### config.mk
export PLATFORM = sky130hd
export DESIGN_NAME = lut_cfg_writer
export DESIGN_NICKNAME = d
export VERILOG_FILES = /design/src/rtl/lut_cfg_writer_pkg.sv /design/src/rtl/lut_cfg_we_dec.sv /design/src/rtl/lut_cfg_writer.sv
export SDC_FILE = /design/constraint.sdc
export NUM_CORES = 1
export LEC_CHECK = 0
export BUFFER_PORTS_ARGS = -buffer_cell sky130_fd_sc_hd__buf_4
export CELL_PAD_IN_SITES_DETAIL_PLACEMENT = 0
export CELL_PAD_IN_SITES_GLOBAL_PLACEMENT = 1
export CORE_MARGIN = 10
export CORE_UTILIZATION = 38
export DETAILED_ROUTE_END_ITERATION = 6
export PLACE_DENSITY_LB_ADDON = 0.1
export SLEW_MARGIN = 20
export SYNTH_ARGS = -nofsm -noshare
export SYNTH_HDL_FRONTEND = slang
export SYNTH_SLANG_ARGS = --single-unit
### constraint.sdc
create_clock -name clk -period 2.8 [get_ports clk]
set_input_delay 0 -clock clk [delete_from_list [all_inputs] [get_ports clk]]
set_output_delay 0 -clock clk [all_outputs]
set_load 0.01 [all_outputs]
### src/rtl/lut_cfg_writer_pkg.sv
// Shared FSM encoding and sizing helper for the LUTRAM configuration loader.
// The readback option is LUT_CFG_READBACK_EN; the encodings below serve both builds.
package lut_cfg_writer_pkg;

  localparam int unsigned STATE_W = 2;

  typedef enum logic [STATE_W-1:0] {
    ST_IDLE   = 2'd0,
    ST_WRITE  = 2'd1,
    ST_VERIFY = 2'd2,
    ST_FINISH = 2'd3
  } state_t;

  // One extra bit so the terminal count is an explicit compare, never a wrap.
  function automatic int unsigned cnt_width(input int unsigned k);
    return k + 1;
  endfunction

endpackage

### src/rtl/lut_cfg_we_dec.sv
// LUT index to one-hot write-enable decoder with range-error flag; purely combinational.
// Used by lut_cfg_writer in every build, including LUT_CFG_READBACK_EN.
module lut_cfg_we_dec
  import lut_cfg_writer_pkg::*;
#(
  parameter int unsigned NUM_LUTS = 16,
  parameter int unsigned IDX_W    = 4
) (
  input  logic [IDX_W-1:0]    i_idx,
  input  logic                i_en,
  output logic [NUM_LUTS-1:0] o_we_c,
  output logic                o_range_err_c
);

  always_comb begin
    o_we_c        = '0;
    o_range_err_c = i_en && (32'(i_idx) >= NUM_LUTS);
    for (int unsigned i = 0; i < NUM_LUTS; i++) begin
      o_we_c[i] = i_en && (32'(i_idx) == i);
    end
  end

endmodule

### src/rtl/lut_cfg_writer.sv
// Serialises one LUT mask per handshake onto the shared LUTRAM write port.
// Define LUT_CFG_READBACK_EN to add a VERIFY pass that reads each bit back and flags mismatches.
module lut_cfg_writer
  import lut_cfg_writer_pkg::*;
#(
  parameter int unsigned K        = 6,
  parameter int unsigned NUM_LUTS = 16,
  parameter int unsigned IDX_W    = 4
) (
  input  logic                clk,
  input  logic                rst,
  input  logic                cfg_valid,
  output logic                cfg_ready,
  input  logic [IDX_W-1:0]    cfg_lut_idx,
  input  logic [(1<<K)-1:0]   cfg_mask,
  output logic [K-1:0]        lut_a,
  output logic                lut_d,
  output logic [NUM_LUTS-1:0] lut_we,
  output logic                busy,
  output logic                done,
  output logic                cfg_err
`ifdef LUT_CFG_READBACK_EN
  ,
  output logic [K-1:0]        rb_a,
  output logic [IDX_W-1:0]    rb_sel,
  input  logic                rb_dpo,
  output logic                cfg_mismatch
`endif
);

  localparam int unsigned DEPTH = 1 << K;
  localparam int unsigned CNT_W = cnt_width(K);
  localparam logic [CNT_W-1:0] LAST = CNT_W'(DEPTH - 1);

  state_t              r_state;
  logic [CNT_W-1:0]    r_cnt;
  logic [DEPTH-1:0]    r_mask;
  logic [CNT_W-1:0]    w_cnt_nxt;
  logic [NUM_LUTS-1:0] w_we;
  logic                w_range_err;
  logic                w_xfer;
`ifdef LUT_CFG_READBACK_EN
  logic [IDX_W-1:0]    r_idx;
  logic                r_in_range;
`endif

  assign cfg_ready = (r_state == ST_IDLE) && !rst;
  assign w_xfer    = cfg_valid && cfg_ready;
  assign w_cnt_nxt = r_cnt + CNT_W'(1);

  lut_cfg_we_dec #(
    .NUM_LUTS (NUM_LUTS),
    .IDX_W    (IDX_W)
  ) u_we_dec (
    .i_idx         (cfg_lut_idx),
    .i_en          (r_state == ST_IDLE),
    .o_we_c        (w_we),
    .o_range_err_c (w_range_err)
  );

  always_ff @(posedge clk) begin
    if (rst) begin
      r_state <= ST_IDLE;
      r_cnt   <= '0;
      lut_a   <= '0;
      lut_d   <= 1'b0;
      lut_we  <= '0;
      busy    <= 1'b0;
      done    <= 1'b0;
      cfg_err <= 1'b0;
`ifdef LUT_CFG_READBACK_EN
      rb_a         <= '0;
      rb_sel       <= '0;
      cfg_mismatch <= 1'b0;
`endif
    end else begin
      done <= 1'b0;
      case (r_state)
        ST_IDLE: begin
          if (w_xfer) begin
            r_state <= ST_WRITE;
            r_mask  <= cfg_mask;
            r_cnt   <= '0;
            lut_a   <= '0;
            lut_d   <= cfg_mask[0];
            lut_we  <= w_we;
            busy    <= 1'b1;
            if (w_range_err) cfg_err <= 1'b1;
`ifdef LUT_CFG_READBACK_EN
            r_idx      <= cfg_lut_idx;
            r_in_range <= !w_range_err;
`endif
          end
        end
        ST_WRITE: begin
          if (r_cnt == LAST) begin
            lut_we <= '0;
            lut_a  <= '0;
            lut_d  <= 1'b0;
            r_cnt  <= '0;
`ifdef LUT_CFG_READBACK_EN
            // Nothing was written for an out-of-range index, so there is nothing to verify.
            if (r_in_range) begin
              r_state <= ST_VERIFY;
              rb_a    <= '0;
              rb_sel  <= r_idx;
            end else begin
              r_state <= ST_FINISH;
              done    <= 1'b1;
            end
`else
            r_state <= ST_FINISH;
            done    <= 1'b1;
`endif
          end else begin
            r_cnt <= w_cnt_nxt;
            lut_a <= w_cnt_nxt[K-1:0];
            lut_d <= r_mask[w_cnt_nxt[K-1:0]];
          end
        end
`ifdef LUT_CFG_READBACK_EN
        ST_VERIFY: begin
          if (rb_dpo != r_mask[r_cnt[K-1:0]]) cfg_mismatch <= 1'b1;
          if (r_cnt == LAST) begin
            r_state <= ST_FINISH;
            done    <= 1'b1;
            rb_a    <= '0;
          end else begin
            r_cnt <= w_cnt_nxt;
            rb_a  <= w_cnt_nxt[K-1:0];
          end
        end
`endif
        ST_FINISH: begin
          r_state <= ST_IDLE;
          busy    <= 1'b0;
        end
        default: begin
          r_state <= ST_IDLE;
          busy    <= 1'b0;
          lut_we  <= '0;
        end
      endcase
    end
  end

endmodule

-- Yosys cells after proc, flatten, opt, wreduce, memory -nomap -nowiden
Cells that the tools add are included.
- muxes and demuxes: 20
- $lt $le $gt $ge: 1
- equal/unequal tests: 20
- bitwise operators: 3
- $add $sub $neg: 1
- reductions and logical operators: 28
- operators by type and width (cell ; number):
    case mux 16 bit (3 select lines) ; 1
    == test 4 bit, second input constant ; 8
    two-way mux 16 bit ; 2
    logical AND 1 bit ; 18
    == test 4 x 3 -> 1 bit, second input constant ; 4
    two-way mux 7 bit ; 2
    case mux 7 bit (2 select lines) ; 1
    two-way mux 6 bit ; 2
    case mux 6 bit (2 select lines) ; 1
    == test 4 x 2 -> 1 bit, second input constant ; 2
    adder 7 x 1 -> 7 bit, second input constant ; 1
    == test 7 x 6 -> 1 bit, second input constant ; 1
    less-than comparator 6 x 7 -> 1 bit, second input constant ; 1
    binary-select mux 1 bit (select 6 bit) ; 1
    AND reduction 2 bit ; 3
    AND reduction 3 bit ; 2
    two-way mux 1 bit ; 5
    == test 4 x 1 -> 1 bit, second input constant ; 1
    zero test 4 bit ; 1
    two-way mux 2 bit ; 2
    inequality test 2 bit, second input constant ; 2
    case mux 1 bit (2 select lines) ; 2
    case mux 2 bit (2 select lines) ; 1
    NOT 1 bit ; 3
    6 further kinds ; 6
- output and inout bits: 27
- logic and storage cells: 81
- register bits: 98
- bits of input ports: 71

-- Longest topological paths before layout
Gate-level depths: netlist of run 1.
- word-level depth: 5
- gate-level depth with buffers: 8
- gate-level depth less buffers: 7

-- Modules after synthesis
A second synthesis of run 1 with hierarchy kept.
- cells, all modules: 287
- area total of the unflattened synthesis: 3925.0 µm²
- modules (own cells, without submodules) (module ; cells each ; times used ; area an instance (µm²)):
    lut_cfg_writer ; 262 ; 1 ; 3796.1
    lut_cfg_we_dec ; 25 ; 1 ; 128.9

-- Worst setup path before layout of run 1
No wires, ideal clock.
- kind: register -> register
- start: reg r_state[1]
- end: reg r_cnt[5]
- buffers on the path: 1
- cell stages (with the launch flop): 8
- setup slack: -134 ps
- arrival time: 2806 ps
- period minus slack after synthesis: 2934 ps
- cell sequence: dfxtp_1 -> clkbuf_1 -> nor3_1 -> nand2_1 -> inv_1 -> nor2_1 -> a22oi_1 -> nor2_1
- longest elaborated chain between the ends: 5
- elaborated cells on any way between the ends: 8
- ends and longest elaborated chain (element ; line ; RTL):
    from (decl) ; lut_cfg_writer.sv:35 ; state_t r_state;
    from (signal assigned) ; lut_cfg_writer.sv:63 ; r_state <= ST_IDLE;
    from (signal assigned) ; lut_cfg_writer.sv:81 ; r_state <= ST_WRITE;
    from (signal assigned) ; lut_cfg_writer.sv:112 ; r_state <= ST_FINISH;
    zero test 2 bit ; lut_cfg_writer.sv:47 ; assign cfg_ready = (r_state == ST_IDLE) && !rst;
    logical AND 1 bit ; lut_cfg_writer.sv:47 ;
    via cfg_ready ; lut_cfg_writer.sv:13 ; output logic cfg_ready,
    logical AND 1 bit ; lut_cfg_writer.sv:48 ; assign w_xfer = cfg_valid && cfg_ready;
    inequality test 2 bit (no source line) ; - ;
    AND reduction 2 bit (no source line) ; - ;
    to (signal assigned) ; lut_cfg_writer.sv:116 ; r_cnt <= w_cnt_nxt;
    to (decl) ; lut_cfg_writer.sv:36 ; logic [CNT_W-1:0] r_cnt;
The timed path passes the listed nets, and every way through them passes these cells.
A chain may end at the register's enable or synchronous reset.

==> flow_summary.ini, run 1 <==
[drt]
final_antenna_net_count = 0
wire_per_inst_um = 15.8
vias = 2688
viasPerCell = 4.69
first_pass_iters = 4
drt_wl_total_um = 9070
drc = 0
drt-initial-drc-count = 73

[power_and_ir_drop]
p_clk_share_pct = 31.7
leakage_nw = 2.04
seqPwrFrac_pct = 55.7
switchingPower_w = 0.000605
peakVddDrop_v = 0.000420
comb_power_share_pct = 12.6
power_density_nw_per_um2 = 492
internal_power_w = 0.00212
switching_share_pct = 22.2
power_w = 0.00272

[placed_design]
io_buffers = 96
dp_cells = 489
place_congestion = 0.796
placed_area_sq_um = 4670
dp_hpwl_um = 6230

[worst_hold_path]
hold-path-cell-count = 2
worstHoldPathType = input pin to register
hold_path_end = r_cnt[5]
hold_path.startpoint = rst

[floorplanning]
core_area_sq_um = 9820
start_util_pct = 39.1
num_io_pins = 98
die_area_sq_um = 14500
fp-row-count = 36
fp.dieW_um = 121
die_h_um = 121

[clock_network]
h-tree-depth = 3
clk_latency_ns = 0.35
cts_setup_buffers = 0
clk_pin_slew_ns = 0.09
cts_sinks = 92
cts_tree = built
cts_buffer_depth = 2
clockRootBuffer = clkbuf_8
cts_buffers = 9

[status]
run_status = complete, no violations

[sta]
tns_ns = 0
min_period_ns = 2.63
skew_ns = 0.00763
setup_viol = 0
max_freq_mhz = 380
period_share_pct = 93.9
whs_ns = 0.0224
drv_slew = 0
hold_viol = 0
rsz0062_at_grt = no

[final_layout]
final_common_cell = buf_4
stdcell_count = 573
areaGrowthSynthToFinish_pct = 44.2
drive_gt1_share_pct = 31.4
final_area_sq_um = 5540
antennaDiodeCount = 0
final_cell_mix = buf_4 (103), dlygate4sd3_1 (68), edfxtp_1 (64)
fin_nets = 507

[synth]
ys.flop_type = edfxtp_1
ys_seq_elements = 92
syn_inst = 274
syn_area_sq_um = 3840
syn_avg_cell_area_sq_um = 14.0
synth_edf_count = 64
synth.distinct_cells = 44
syn-num-nets = 346
ys_warn_count = 0
synthArstFlopShare_pct = 0
seq_area_frac_synth_pct = 64.6

[global_route]
use_met1_pct = 16.0
grt_pass1_wl_um = 15300
antenna_found_initial = 0
use_met3_pct = 4.19
busiest_layer = met2
globalRouteMet2Util_pct = 22.2
overflow = 0
grt_pass1_vias = 3055
grt_start_max_net_pins = 45
globalRouteTotalUtil_pct = 13.2

[critical_path]
crit_path_end_kind = register
critPathArrivalTime_ns = 2.92
worstRegToRegCells = 8
start_kind = register
crit_fanout = 21
rr_endpoint = lut_we[0]
criticalPathCategory = register to register
r2r_setup_slack_ns = 0.17
required_ns = 3.09
r2r-start = lut_a[1]

[job]
cap_violations = 0
-- state kept, by name, indices dropped and copies added (netlist names) --
name,cells
lut_a,5
r_state,2
busy,1
r_cnt,2
lut_we,16
done,1
lut_d,1
r_mask,64
-- per-stage QoR --
| step | util (%) | setup WS (ns) |
|---|---|---|
| after global routing | 56.4 | 0.0170 |
| after detailed placement | 47.5 | 0.411 |
| after floorplan | - | 0.426 |
| final | 56.4 | 0.170 |
| after CTS | 56.4 | 0.0987 |
| after global placement | 47.5 | 0.480 |
-- power groups by stage --
stage / Combinational, W / Clock (W) / Sequential, W
6_report: 0.000342 / 0.000864 / 0.00152
2_1_floorplan: 0.000143 / 0 / 0.00155
4_1_cts: 0.000346 / 0.000886 / 0.00152
5_1_grt: 0.000377 / 0.000963 / 0.00152
3_5_place_dp: 0.000271 / 0 / 0.00155
3_3_place_gp: 0.000270 / 0 / 0.00155
-- metal layers --
layer	vias up	wire length, um	part of all wire [%]
met1	1273	3970	44
met2	60	4610	51
met3	4	432	4.8
li1	1351	-	-
met4	0	59	0.65
met5	-	0	0
-- worst max-delay path, stage by stage (launching register included) --
cell and delay, ns:
dfxtp_1 0.43, ha_2 0.31, nand3_4 0.14, nor2_4 0.18, a21oi_2 0.14, buf_4 0.23
or4_1 0.46, dlygate4sd3_1 0.56, a21oi_1 0.13
-- Yosys cell counts (5+ instances only) --
| master | number | area [sq um] |
|---|---|---|
| clkbuf_1 | 5 | 18.8 |
| dfxtp_1 | 28 | 561 |
| nand3_1 | 6 | 30.0 |
| edfxtp_1 | 64 | 1920 |
| nor3_1 | 7 | 35.0 |
| mux4_2 | 13 | 293 |
| buf_2 | 7 | 35.0 |
| nand2_1 | 24 | 90.1 |
| a21oi_1 | 22 | 110 |
| mux2i_1 | 10 | 100 |
| nor2_1 | 13 | 48.8 |
| or3_1 | 12 | 75.1 |
| buf_4 | 8 | 60.1 |
-- cell families after synthesis --
logic type,after synthesis,share of synthesized area [%]
fa+ha+maj,1,0.326
other cells,1,0.0977
simple gates,86,11.9
flops,92,64.6
mux,27,12.2
compound gates,35,5.31
buf+inv,26,3.94
xor+xnor,6,1.56
-- cell type report --
| type | count | area (sq um) |
|---|---|---|
| multi-input combinational | 156 | 1210 |
| fill | 845 | 4280 |
| timing repair buffer | 172 | 1470 |
| tap | 133 | 166 |
| clock buffer | 11 | 131 |
| sequential | 92 | 2480 |
| clock inverter | 5 | 55.1 |
| inverter | 4 | 18.8 |
-- repair_timing --
item                       4_1_cts  5_1_grt
setup endpoints to repair        0        1
gates resized for setup          0        1
hold buffers                    68        0
hold endpoints to repair        70        0
-- worst max path at each step --
stage	start	endpoint	slack (ns)	cells past startpoint
floorplan	r_state[1]	r_cnt[5]	0.43	7
global placement	lut_a[1]	lut_d	0.48	8
detailed placement	lut_a[1]	lut_d	0.41	8
CTS	lut_a[1]	lut_we[0]	0.1	8
global route	lut_a[1]	lut_we[0]	0.02	8
finish	lut_a[1]	lut_we[0]	0.17	8
Note: power is estimated with default switching activity, not from simulation.
==> run 2: changes to the inputs <==
--- a/config.mk
+++ b/config.mk
@@ -11,7 +11,7 @@
 export CORE_MARGIN = 10
 export CORE_UTILIZATION = 38
 export DETAILED_ROUTE_END_ITERATION = 6
-export PLACE_DENSITY_LB_ADDON = 0.1
+export PLACE_DENSITY_LB_ADDON = 0.12
 export SLEW_MARGIN = 20
 export SYNTH_ARGS = -nofsm -noshare
 export SYNTH_HDL_FRONTEND = slang
==> flow_summary.ini, run 2 (synthesized netlist as in run 1, its figures left out) <==
[status]
run_status = complete, no violations

[clock_network]
h-tree-depth = 3
clk_latency_ns = 0.35
clockRootBuffer = clkbuf_8
cts_buffers = 9
cts_resized = 0
cts_tree = built
cts_sinks = 92
cts_buffer_depth = 2
clk_pin_slew_ns = 0.10

[placed_design]
dp_cells = 489
io_buffers = 96
dp_hpwl_um = 6180
place_congestion = 0.778

[global_route]
globalRouteTotalUtil_pct = 13.0
grt_pass1_vias = 3012
antenna_found_initial = 0
grt_pass1_wl_um = 15100
grt_start_max_net_pins = 37
overflow = 0

[worst_hold_path]
worstHoldPathType = input pin to register

[drt]
first_pass_iters = 4
final_antenna_net_count = 0
wire_per_inst_um = 16.0
vias = 2746
drc = 0
drt_wl_total_um = 9150
viasPerCell = 4.79
drt-initial-drc-count = 185

[final_layout]
stdcell_count = 573
largest_reg_flops = 64
areaGrowthSynthToFinish_pct = 44.2
top_register = r_mask
drive_gt1_share_pct = 31.8
nFillCells = 820
final_cell_mix = buf_4 (104), dlygate4sd3_1 (68), edfxtp_1 (64)
fin_nets = 507
top_regs = r_mask (64), lut_we (16), lut_a (5)
antennaDiodeCount = 0
final_common_cell = buf_4

[critical_path]
critPathArrivalTime_ns = 2.87
criticalPathCategory = register to register
crit_path_end_kind = register
crit_fanout = 21
start_kind = register
required_ns = 3.09

[floorplanning]
die_area_sq_um = 14500
core_area_sq_um = 9820
start_util_pct = 39.1
die_h_um = 121
fp.dieW_um = 121
fp-row-count = 36
num_io_pins = 98

[power_and_ir_drop]
power_density_nw_per_um2 = 501
power_w = 0.00277
leakage_nw = 2.05
peakVddDrop_v = 0.000282

[sta]
period_share_pct = 92.2
skew_ns = 0.0104
tightestPinTransition_ns = 0.775
max_freq_mhz = 388
drv_slew = 0
setup_viol = 0
tns_ns = 0
min_period_ns = 2.58
rsz0062_at_grt = no
slew_headroom_pct = 48.3
hold_viol = 0

[job]
cap_violations = 0
## run 2: worst max-delay path, stage by stage (launching register included)
cell and delay (ns):
dfxtp_1 0.42, ha_1 0.35, nand3_4 0.15, nor2_4 0.17
a21oi_2 0.21, or4_1 0.50, dlygate4sd3_1 0.57, a21oi_1 0.14
## run 2: report_power, final
part / switching, W / internal [W]
clock network: 0.000489 / 0.000427
registers: 0.0000156 / 0.00150
logic: 0.000136 / 0.000203
total: 0.000641 / 0.00213
## run 2: metal layers
metal	share of wire, %	vias to the layer above	GRT usage (%)
met3	6.2	5	4.42
met5	0	-	0
met2	52	82	21.8
met4	0.71	0	3.39
met1	41	1305	15.5
li1	-	1354	-
## run 2: area by class of cell
cell class	instances	area, sq um	share of cell area, %
Sequential cell	92	2480	44.8
Timing Repair Buffer	172	1460	26.4
Multi-Input combinational cell	156	1210	21.8
Tap cell	133	166	3.00
Clock buffer	9	124	2.24
Clock inverter	7	80.1	1.45
Inverter	4	18.8	0.339
## run 2: final timing paths
path,startpoint,slack [ns],cells after the start,endpoint
setup / recovery,lut_a[1],0.22,7,lut_we[0]
hold / removal,rst,0.02,2,lut_a[4]
setup reg to reg,lut_a[1],0.22,7,lut_we[0]
hold reg to reg,busy,0.45,2,busy
## run 2: metrics by stage
step	instance area (sq um)	setup slack, ns	hold WS [ns]	util [%]
after CTS	5540	0.239	0.00446	56.4
after global placement	4650	0.516	0.179	47.4
after global routing	5540	0.0336	0.0203	56.4
after detailed placement	4650	0.516	0.179	47.4
after floorplan	3840	0.426	0.0540	-
final	5540	0.219	0.0214	56.4
## run 2: repair_timing
action | 4_1_cts | 5_1_grt
hold buffers | 68 | 0
hold endpoints to repair | 70 | 0
setup buffers | 0 | 0
